$ cat src/rtl/display_pkg.sv
// Shared types and constants for the multiplexed 7-segment display controller.
//   seg7_t        : active-low segment vector {g,f,e,d,c,b,a}
//   SEG_*         : active-low glyphs for 0..F plus the all-dark pattern
//   digit_entry_t : one register-file entry (value, decimal point, blank)
package display_pkg;

    typedef logic [6:0] seg7_t;

    localparam seg7_t SEG_BLANK = 7'h7F;
    localparam seg7_t SEG_0     = 7'h40;
    localparam seg7_t SEG_1     = 7'h79;
    localparam seg7_t SEG_2     = 7'h24;
    localparam seg7_t SEG_3     = 7'h30;
    localparam seg7_t SEG_4     = 7'h19;
    localparam seg7_t SEG_5     = 7'h12;
    localparam seg7_t SEG_6     = 7'h02;
    localparam seg7_t SEG_7     = 7'h78;
    localparam seg7_t SEG_8     = 7'h00;
    localparam seg7_t SEG_9     = 7'h10;
    localparam seg7_t SEG_A     = 7'h08;
    localparam seg7_t SEG_B     = 7'h03;
    localparam seg7_t SEG_C     = 7'h46;
    localparam seg7_t SEG_D     = 7'h21;
    localparam seg7_t SEG_E     = 7'h06;
    localparam seg7_t SEG_F     = 7'h0E;

    typedef struct packed {
        logic [3:0] val;
        logic       dp;
        logic       blank;
    } digit_entry_t;

    localparam digit_entry_t DIGIT_RESET = '{val: 4'd0, dp: 1'b0, blank: 1'b0};

endpackage

$ cat src/rtl/display_scan_ctrl_seg7_decode.sv
// Combinational hex digit to active-low 7-segment decoder.
//   val : 4-bit digit value (0..F)
//   seg : active-low segments {g,f,e,d,c,b,a}
module seg7_decode
    import display_pkg::*;
(
    input  logic [3:0] val,
    output logic [6:0] seg
);

    // Glyph lookup; every value is covered, default keeps the bus dark.
    always_comb begin
        seg = SEG_BLANK;
        case (val)
            4'h0:    seg = SEG_0;
            4'h1:    seg = SEG_1;
            4'h2:    seg = SEG_2;
            4'h3:    seg = SEG_3;
            4'h4:    seg = SEG_4;
            4'h5:    seg = SEG_5;
            4'h6:    seg = SEG_6;
            4'h7:    seg = SEG_7;
            4'h8:    seg = SEG_8;
            4'h9:    seg = SEG_9;
            4'hA:    seg = SEG_A;
            4'hB:    seg = SEG_B;
            4'hC:    seg = SEG_C;
            4'hD:    seg = SEG_D;
            4'hE:    seg = SEG_E;
            4'hF:    seg = SEG_F;
            default: seg = SEG_BLANK;
        endcase
    end

endmodule

$ cat src/rtl/display_scan_ctrl.sv
// Time-multiplexed N-digit 7-segment controller.
// A digit register file is written one entry per cycle; a tick/idx scanner
// lights one digit at a time on a shared active-low segment bus, with a
// dark gap at the start of each slot to suppress ghosting.
//   clock    : system clock (rising edge)
//   reset    : asynchronous active-low reset
//   wr_en    : write strobe
//   wr_pos   : target digit index
//   wr_data  : digit value
//   wr_dp    : decimal point for target digit (1 = lit)
//   wr_blank : 1 = digit dark regardless of value
//   wr_err   : one-cycle pulse, previous-edge write was rejected
//   an       : active-low digit enables
//   seg      : active-low segments {g,f,e,d,c,b,a}
//   dp       : active-low decimal point
module display_scan_ctrl
    import display_pkg::*;
#(
    parameter int  NUM_DIGITS   = 8,
    parameter int  PRESCALE     = 1000,
    parameter int  BLANK_CYCLES = 2,
    parameter int  HEX_MODE     = 0,
    localparam int POS_W        = $clog2(NUM_DIGITS)
) (
    input  logic                  clock,
    input  logic                  reset,
    input  logic                  wr_en,
    input  logic [POS_W-1:0]      wr_pos,
    input  logic [3:0]            wr_data,
    input  logic                  wr_dp,
    input  logic                  wr_blank,
    output logic                  wr_err,
    output logic [NUM_DIGITS-1:0] an,
    output logic [6:0]            seg,
    output logic                  dp
);

    localparam int TICK_W = (PRESCALE > 1) ? $clog2(PRESCALE) : 1;
    localparam logic [TICK_W-1:0]     TICK_LAST = TICK_W'(PRESCALE - 1);
    localparam logic [TICK_W-1:0]     GAP_END   = TICK_W'(BLANK_CYCLES);
    localparam logic [POS_W-1:0]      IDX_LAST  = POS_W'(NUM_DIGITS - 1);
    localparam logic [POS_W:0]        NUM_POS   = (POS_W + 1)'(NUM_DIGITS);
    localparam logic [NUM_DIGITS-1:0] ONE_HOT   = NUM_DIGITS'(1);

    digit_entry_t          regs_q [NUM_DIGITS];
    digit_entry_t          regs_d [NUM_DIGITS];
    logic [TICK_W-1:0]     tick_q, tick_d;
    logic [POS_W-1:0]      idx_q, idx_d;
    logic [NUM_DIGITS-1:0] an_q, an_d;
    seg7_t                 seg_q, seg_d;
    logic                  dp_q, dp_d;
    logic                  wr_err_q, wr_err_d;

    logic                  wr_ok_s;
    logic                  val_ok_s;
    digit_entry_t          cur_s;
    seg7_t                 dec_seg_s;

    // Write validation: position must exist, value must be legal for the mode.
    always_comb begin
        val_ok_s = 1'b0;
        if (HEX_MODE != 0) begin
            val_ok_s = 1'b1;
        end else begin
            val_ok_s = (wr_data < 4'd10);
        end
        wr_ok_s  = wr_en & ({1'b0, wr_pos} < NUM_POS) & val_ok_s;
        wr_err_d = wr_en & ~wr_ok_s;
    end

    // Register-file next state; a rejected write leaves every entry untouched.
    always_comb begin
        for (int i = 0; i < NUM_DIGITS; i++) begin
            regs_d[i] = regs_q[i];
            if (wr_ok_s && (wr_pos == POS_W'(i))) begin
                regs_d[i] = '{val: wr_data, dp: wr_dp, blank: wr_blank};
            end else begin
                regs_d[i] = regs_q[i];
            end
        end
    end

    // Scan counters: tick counts the slot, idx advances on the last tick.
    always_comb begin
        tick_d = tick_q;
        idx_d  = idx_q;
        if (tick_q == TICK_LAST) begin
            tick_d = {TICK_W{1'b0}};
            if (idx_q == IDX_LAST) begin
                idx_d = {POS_W{1'b0}};
            end else begin
                idx_d = idx_q + POS_W'(1'b1);
            end
        end else begin
            tick_d = tick_q + TICK_W'(1'b1);
            idx_d  = idx_q;
        end
    end

    assign cur_s = regs_q[idx_q];

    seg7_decode u_dec (
        .val (cur_s.val),
        .seg (dec_seg_s)
    );

    // Output stage: dark during the ghost gap, otherwise the selected digit.
    always_comb begin
        an_d  = {NUM_DIGITS{1'b1}};
        seg_d = SEG_BLANK;
        dp_d  = 1'b1;
        if (tick_q < GAP_END) begin
            an_d  = {NUM_DIGITS{1'b1}};
            seg_d = SEG_BLANK;
            dp_d  = 1'b1;
        end else begin
            an_d  = ~(ONE_HOT << idx_q);
            seg_d = cur_s.blank ? SEG_BLANK : dec_seg_s;
            dp_d  = ~(cur_s.dp & ~cur_s.blank);
        end
    end

    // State and output registers with asynchronous clear to the dark state.
    always_ff @(posedge clock or negedge reset) begin
        if (!reset) begin
            for (int i = 0; i < NUM_DIGITS; i++) begin
                regs_q[i] <= DIGIT_RESET;
            end
            tick_q   <= {TICK_W{1'b0}};
            idx_q    <= {POS_W{1'b0}};
            an_q     <= {NUM_DIGITS{1'b1}};
            seg_q    <= SEG_BLANK;
            dp_q     <= 1'b1;
            wr_err_q <= 1'b0;
        end else begin
            for (int i = 0; i < NUM_DIGITS; i++) begin
                regs_q[i] <= regs_d[i];
            end
            tick_q   <= tick_d;
            idx_q    <= idx_d;
            an_q     <= an_d;
            seg_q    <= seg_d;
            dp_q     <= dp_d;
            wr_err_q <= wr_err_d;
        end
    end

    assign an     = an_q;
    assign seg    = seg_q;
    assign dp     = dp_q;
    assign wr_err = wr_err_q;

endmodule

$ cat config.mk
export PLATFORM = sky130hd
export DESIGN_NAME = display_scan_ctrl
export DESIGN_NICKNAME = d
export VERILOG_FILES = /design/src/rtl/display_pkg.sv /design/src/rtl/display_scan_ctrl_seg7_decode.sv /design/src/rtl/display_scan_ctrl.sv
export SDC_FILE = /design/constraint.sdc
export NUM_CORES = 1
export LEC_CHECK = 0
export CAP_MARGIN = 20
export CORE_UTILIZATION = 35
export CTS_CLUSTER_SIZE = 8
export DETAILED_ROUTE_END_ITERATION = 8
export HOLD_SLACK_MARGIN = 0.06
export PLACE_DENSITY_LB_ADDON = 0.08
export SYNTH_ARGS = -nofsm -noshare
export SYNTH_HDL_FRONTEND = slang
export SYNTH_SLANG_ARGS = --single-unit
$ cat constraint.sdc
create_clock -name clock -period 2.3 [get_ports clock]
set_input_delay 0.69 -clock clock [delete_from_list [all_inputs] [get_ports clock]]
set_output_delay 0.69 -clock clock [all_outputs]
set_load 0.02 [all_outputs]
==> flow_metrics.py, run 1 <==
metrics = {
    "place": {
        "post-place-cells": 476,
        "pre_cts_ws_ns": -0.233,
        "hpwl_um": 5820,
        "gp_congestion": 0.804,
        "port_buffers": 28,
    },
    "finish": {
        "area_growth_pct": 24.1,
        "fillers": 974,
        "antenna_cells": 0,
        "final_net_count": 376,
        "seqCellArea_um2": 1970,
        "multi_input_area_um2": 1650,
        "fin_util_pct": 44.6,
        "finalNonFillerCells": 491,
        "drive_gt1_share_pct": 38.9,
    },
    "sta": {
        "setup_ws_ns": 0.125,
        "setup_viol": 0,
        "rsz0062_at_grt": "false",
        "fin_skew_ns": 0.00935,
        "finalCriticalPeriod_ns": 2.18,
        "tightestPinTransition_ns": 0.500,
        "timing.final.crit_share_pct": 94.6,
        "clock.fmax_mhz": 460,
        "hold_viol": 0,
        "maxSlewHeadroom_pct": 66.3,
        "setup-tns-final_ns": 0,
        "slew_violations": 0,
    },
    "power": {
        "powerDensity_nw_per_um2": 798,
        "ir_drop_mv": 0.313,
        "p_total_mw": 3.68,
        "power.static_leakage_nw": 1.98,
    },
    "detailed_routing": {
        "wirelength_um": 8010,
        "wl_met3_um": 243,
        "drt_iter0_drc": 46,
        "highest_layer": "met4",
        "drtPass1Iterations": 4,
        "avgViaCountPerCell": 4.97,
        "final_antenna_net_count": 0,
        "drc": 0,
        "wl_per_cell_um": 16.3,
        "vias": 2442,
        "routed-wl-met2_um": 3700,
        "wl_met1_um": 3950,
    },
    "synthesis": {
        "synthMuxAreaShare_pct": 24.1,
        "synth-simple-area-share_pct": 10.0,
        "async_flop_share_pct": 100,
        "synthAdderAreaFrac_pct": 4.38,
        "synthDominantCellAreaShare_pct": 41.8,
        "synth_compound_area_share_pct": 4.42,
        "syn_nets": 306,
        "synth_top_area_cell": "dfrtp_1",
        "synth_top_family_by_area": "multiplexers",
        "syn_area_um2": 3710,
        "syn_inst": 281,
        "ys_seq_area_share_pct": 53.1,
        "syn_area_per_cell_um2": 13.2,
        "ys_types": 43,
        "synth_ff_type": "dfrtp_1",
        "ys_ff_latch": 78,
        "synth_edf_count": 0,
        "synthTopCellsByArea": "dfrtp_1 (42%), mux2_2 (15%), dfstp_2 (11%)",
        "yosysWarningCount": 0,
        "yosys.area_share.xor_xnor_pct": 1.42,
    },
    "clock_network": {
        "clkTransAtPathRegs_ns": 0.08,
        "ctsLongestPathBuffers": 2,
        "cts_tree": "built",
        "clock-root-buffer": "clkbuf_8",
        "cts.sink_count": 78,
        "htreeDepth": 3,
        "cts_buffers": 9,
        "clock_latency_ns": 0.35,
    },
    "setup_path": {
        "required_ns": 1.61,
        "critPathSlowestCell": "clkdlybuf4s50_1",
        "cp_num_buf_inv": 1,
        "critPathMaxStageDelay_ns": 0.61,
        "worst_setup_path_end_kind": "primary output",
        "crit_type": "reg -> out",
        "path_max_fanout": 1,
        "worstPathCellList": "clkdlybuf4s50_1",
        "path_depth": 1,
        "arrival_ns": 1.49,
        "crit_family": "buffers and inverters",
        "worstSetupStartpointType": "flop",
        "r2r_cells": 7,
    },
    "global_routing": {
        "gr-usage-all-layers_pct": 16.2,
        "grt_start_max_net_pins": 36,
        "grt_pass1_wl_um": 13400,
        "first_global_vias": 2528,
        "grt_remaining_overflow": 0,
        "antenna_found_initial": 0,
    },
    "floorplanning": {
        "dieArea_um2": 11000,
        "ioPinCount": 29,
        "coreArea_um2": 10300,
        "start_util_pct": 35.9,
        "die_height_um": 105,
        "fp.dieW_um": 105,
        "rows": 37,
    },
    "outcome": {
        "status": "complete, no violations",
    },
    "job": {
        "cap_violations": 0,
    },
    "hold_path": {
        "hold_path.class": "in -> async",
    },
}
repair_timing:
item                                    CTS  global route
gates resized for setup                   1             8
pin swaps                                 0             0
buffers inserted                          0             0
endpoints found under the setup margin    1             7
hold buffers                              0             0
kinds of logic (layout without fill, tap and decap cells):
group / count (synthesis) / in the layout
fa+ha+maj: 13 / 13
mux: 67 / 67
xor+xnor: 6 / 6
flops: 78 / 78
compound gates: 25 / 25
simple gates: 74 / 74
buf+inv: 18 / 92
stage by stage:
stage | hold WS (ns) | instance area [um^2]
floorplan | 0.394 | 3710
global placement | 0.453 | 4420
detailed placement | 0.455 | 4420
CTS | 0.301 | 4610
global route | 0.315 | 4610
finish | 0.305 | 4610
path summary, 6_finish.rpt:
path / from / endpoint / slack (ns)
max in group asynchronous: reset / an[0] / 1.35
min in group clock: tick_q[0] / tick_q[0] / 0.46
min: reset / regs_q[24] / 0.30
min reg2reg: tick_q[0] / tick_q[0] / 0.46
max: seg[1] / seg[1] / 0.12
max reg2reg: idx_q[0] / seg[3] / 0.15
cell usage after synthesis (3+ instances only):
master    number
and2_1         3
mux4_1         8
dfstp_2       16
inv_1          8
nor2_1        13
nand2_1       22
nand3b_1       6
xor2_1         4
nor3_1         6
mux2_2        51
o221ai_1       3
dfrtp_1       62
ha_1          13
o21ai_0        8
nand3_1       12
a21oi_1        5
clkbuf_1       4
mux2i_1        5
cell type report:
class,count,share of cell area [%]
Tap cell,136,3.69
Sequential cell,78,42.8
Clock inverter,5,1.09
Multi-Input combinational cell,185,35.9
Timing Repair Buffer,68,12.8
Inverter,9,0.733
Clock buffer,10,2.99
state kept, by name, indices dropped and copies added, names as in the netlist:
name and cells:
tick_q 10, wr_err 1, regs_q 48, dp 1, seg 7, an 8, idx_q 3
metal layers:
metal | vias up | GRT usage, %
met5 | - | 0
met1 | 1230 | 22.2
met4 | 0 | 5.94
met3 | 11 | 3.81
met2 | 48 | 24.9
li1 | 1153 | -
placed cells by master, fill, tap and decap left out, types with 3 or more instances in the layout:
| master | n |
|---|---|
| mux2i_1 | 4 |
| inv_1 | 6 |
| xor2_1 | 4 |
| clkbuf_8 | 10 |
| nand3_1 | 12 |
| ha_1 | 13 |
| dfrtp_1 | 62 |
| clkdlybuf4s50_1 | 27 |
| o21ai_0 | 7 |
| mux2_2 | 51 |
| o221ai_1 | 3 |
| clkinv_2 | 4 |
| nor3_1 | 6 |
| mux4_2 | 5 |
| mux4_1 | 5 |
| inv_2 | 3 |
| a21oi_1 | 5 |
| dfstp_2 | 16 |
| buf_4 | 40 |
| nor2_1 | 12 |
| nand2_1 | 22 |
| nand3b_1 | 6 |
power breakdown:
group          leakage, nW  internal, mW  switching, mW  total, mW
Combinational        0.943         0.493          0.388      0.881
Sequential           0.933          1.67          0.113       1.78
Clock                0.102         0.518          0.499       1.02
Power figures use the tool's default switching activity.
==> run 2: changes to the inputs <==
RECOVER_POWER = 100   (was unset)
==> run 2 against run 1 <==
Via count decreased by 0.29%. Register-to-register slack about the same. Wire length increased by 0.61%. Cell area decreased by 1.1%. Sequential cell count unchanged. Clock-buffer cell count unchanged. Critical endpoint is now seg[4]. Highest routed layer unchanged.
==> flow_metrics.py, run 2 (same netlist as run 1, synthesis figures left out) <==
metrics = {
    "place": {
        "hpwl_um": 5820,
        "gp_congestion": 0.804,
        "port_buffers": 28,
        "pre_cts_ws_ns": -0.233,
    },
    "floorplanning": {
        "fp.dieW_um": 105,
        "start_util_pct": 35.9,
        "rows": 37,
        "ioPinCount": 29,
        "dieArea_um2": 11000,
        "die_height_um": 105,
        "coreArea_um2": 10300,
    },
    "sta": {
        "timing.final.crit_share_pct": 96.4,
        "maxSlewHeadroom_pct": 38.0,
        "hold_viol": 0,
        "clock.fmax_mhz": 451,
        "finalCriticalPeriod_ns": 2.22,
        "slew_violations": 0,
        "rsz0062_at_grt": "false",
        "tightestPinTransition_ns": 0.931,
        "setup_ws_ns": 0.0831,
        "setup-tns-final_ns": 0,
        "fin_skew_ns": 0.00974,
        "setup_viol": 0,
    },
    "finish": {
        "antenna_cells": 0,
        "area_growth_pct": 22.7,
        "fillers": 984,
        "mostFrequentLayoutCells": "dfrtp_1 (62), mux2_2 (51), nand2_1 (22)",
        "final_net_count": 376,
        "drive_gt1_share_pct": 36.6,
        "regMostFlops": "regs_q",
        "final_common_cell": "dfrtp_1",
        "largest_reg_flops": 48,
        "seqCellArea_um2": 1970,
        "multi_input_area_um2": 1650,
        "fin_util_pct": 44.1,
    },
    "detailed_routing": {
        "final_antenna_net_count": 0,
        "wirelength_um": 8060,
        "wl_per_cell_um": 16.4,
        "vias": 2435,
        "avgViaCountPerCell": 4.96,
        "drt_iter0_drc": 54,
        "drtPass1Iterations": 4,
        "drc": 0,
    },
    "global_routing": {
        "first_global_vias": 2528,
        "grt_start_max_net_pins": 36,
        "antenna_found_initial": 0,
        "grt_pass1_wl_um": 13400,
        "gr-usage-all-layers_pct": 16.2,
        "grt_remaining_overflow": 0,
    },
    "clock_network": {
        "clock_latency_ns": 0.35,
        "ctsLongestPathBuffers": 2,
        "clkTransAtPathRegs_ns": 0.08,
        "cts.hold.buffers_added": 0,
        "htreeDepth": 3,
        "cts_setup_buffers": 0,
        "clock-root-buffer": "clkbuf_8",
        "ctsResizeCount": 1,
        "cts.sink_count": 78,
        "cts_tree": "built",
        "cts_buffers": 9,
    },
    "setup_path": {
        "worstSetupStartpointType": "flop",
        "critPathMaxStageDelay_ns": 0.66,
        "cp_num_buf_inv": 1,
        "crit_family": "buffers and inverters",
        "worstPathCellList": "dlygate4sd3_1",
        "required_ns": 1.61,
        "worst_setup_path_end_kind": "primary output",
        "path_max_fanout": 1,
        "crit_type": "reg -> out",
        "arrival_ns": 1.53,
        "critPathSlowestCell": "dlygate4sd3_1",
    },
    "power": {
        "power.static_leakage_nw": 1.93,
        "p_total_mw": 3.66,
        "ir_drop_mv": 0.301,
        "powerDensity_nw_per_um2": 804,
    },
    "job": {
        "cap_violations": 0,
    },
    "outcome": {
        "status": "complete, no violations",
    },
    "hold_path": {
        "hold_path.class": "reg -> reg",
    },
}
## run 2: cell count changes in the layout (fill, tap and decap cells not counted)
cell	delta
buf_4	-19
clkdlybuf4s50_1	-14
dlygate4sd3_1	+14
clkbuf_2	+9
clkbuf_1	+8
clkbuf_4	+2
## run 2: area by class of cell
class | count | share of cell area (%)
well taps | 136 | 3.74
multi-input cells | 185 | 36.3
repair buffers | 68 | 11.8
clock inverters | 5 | 1.10
flip-flops and latches | 78 | 43.3
inverters | 9 | 0.742
clock buffers | 10 | 3.02
## run 2: path summary, 6_finish.rpt
kind / from / end / slack [ns] / depth (start not counted)
hold reg to reg: tick_q[0] / tick_q[0] / 0.46 / 1
max in group asynchronous: reset / regs_q[8] / 0.56 / 2
setup reg to reg: idx_q[0] / seg[3] / 0.15 / 7
setup / recovery: seg[4] / seg[4] / 0.08 / 1
hold / removal: tick_q[0] / tick_q[0] / 0.46 / 1
min in group asynchronous: reset / regs_q[30] / 0.48 / 1
## run 2: routing by layer
metal / global-route usage, % / share of wire (%) / vias to the layer above
li1: - / - / 1154
met1: 22.2 / 50 / 1236
met2: 24.9 / 46 / 36
met3: 3.81 / 2.3 / 9
met4: 5.94 / 1.5 / 0
met5: 0 / 0 / -
## run 2: report_power, final
group / internal [mW] / leakage [nW] / switching (mW) / total [mW]
Combinational: 0.473 / 0.895 / 0.390 / 0.863
Sequential: 1.67 / 0.933 / 0.111 / 1.78
Clock: 0.518 / 0.102 / 0.504 / 1.02
## run 2: metrics by stage
step	hold slack, ns	area [um^2]	std cells
floorplan	0.394	3710	281
global placement	0.453	4420	476
detailed placement	0.455	4420	476
CTS	0.301	4610	491
global route	0.502	4550	491
finish	0.463	4550	491
==> run 3: changes to the inputs <==
CTS_CLUSTER_SIZE = 25   (was 8)
==> results of run 3 <==
Final layout, timing and power as in run 2 (identical DEF).
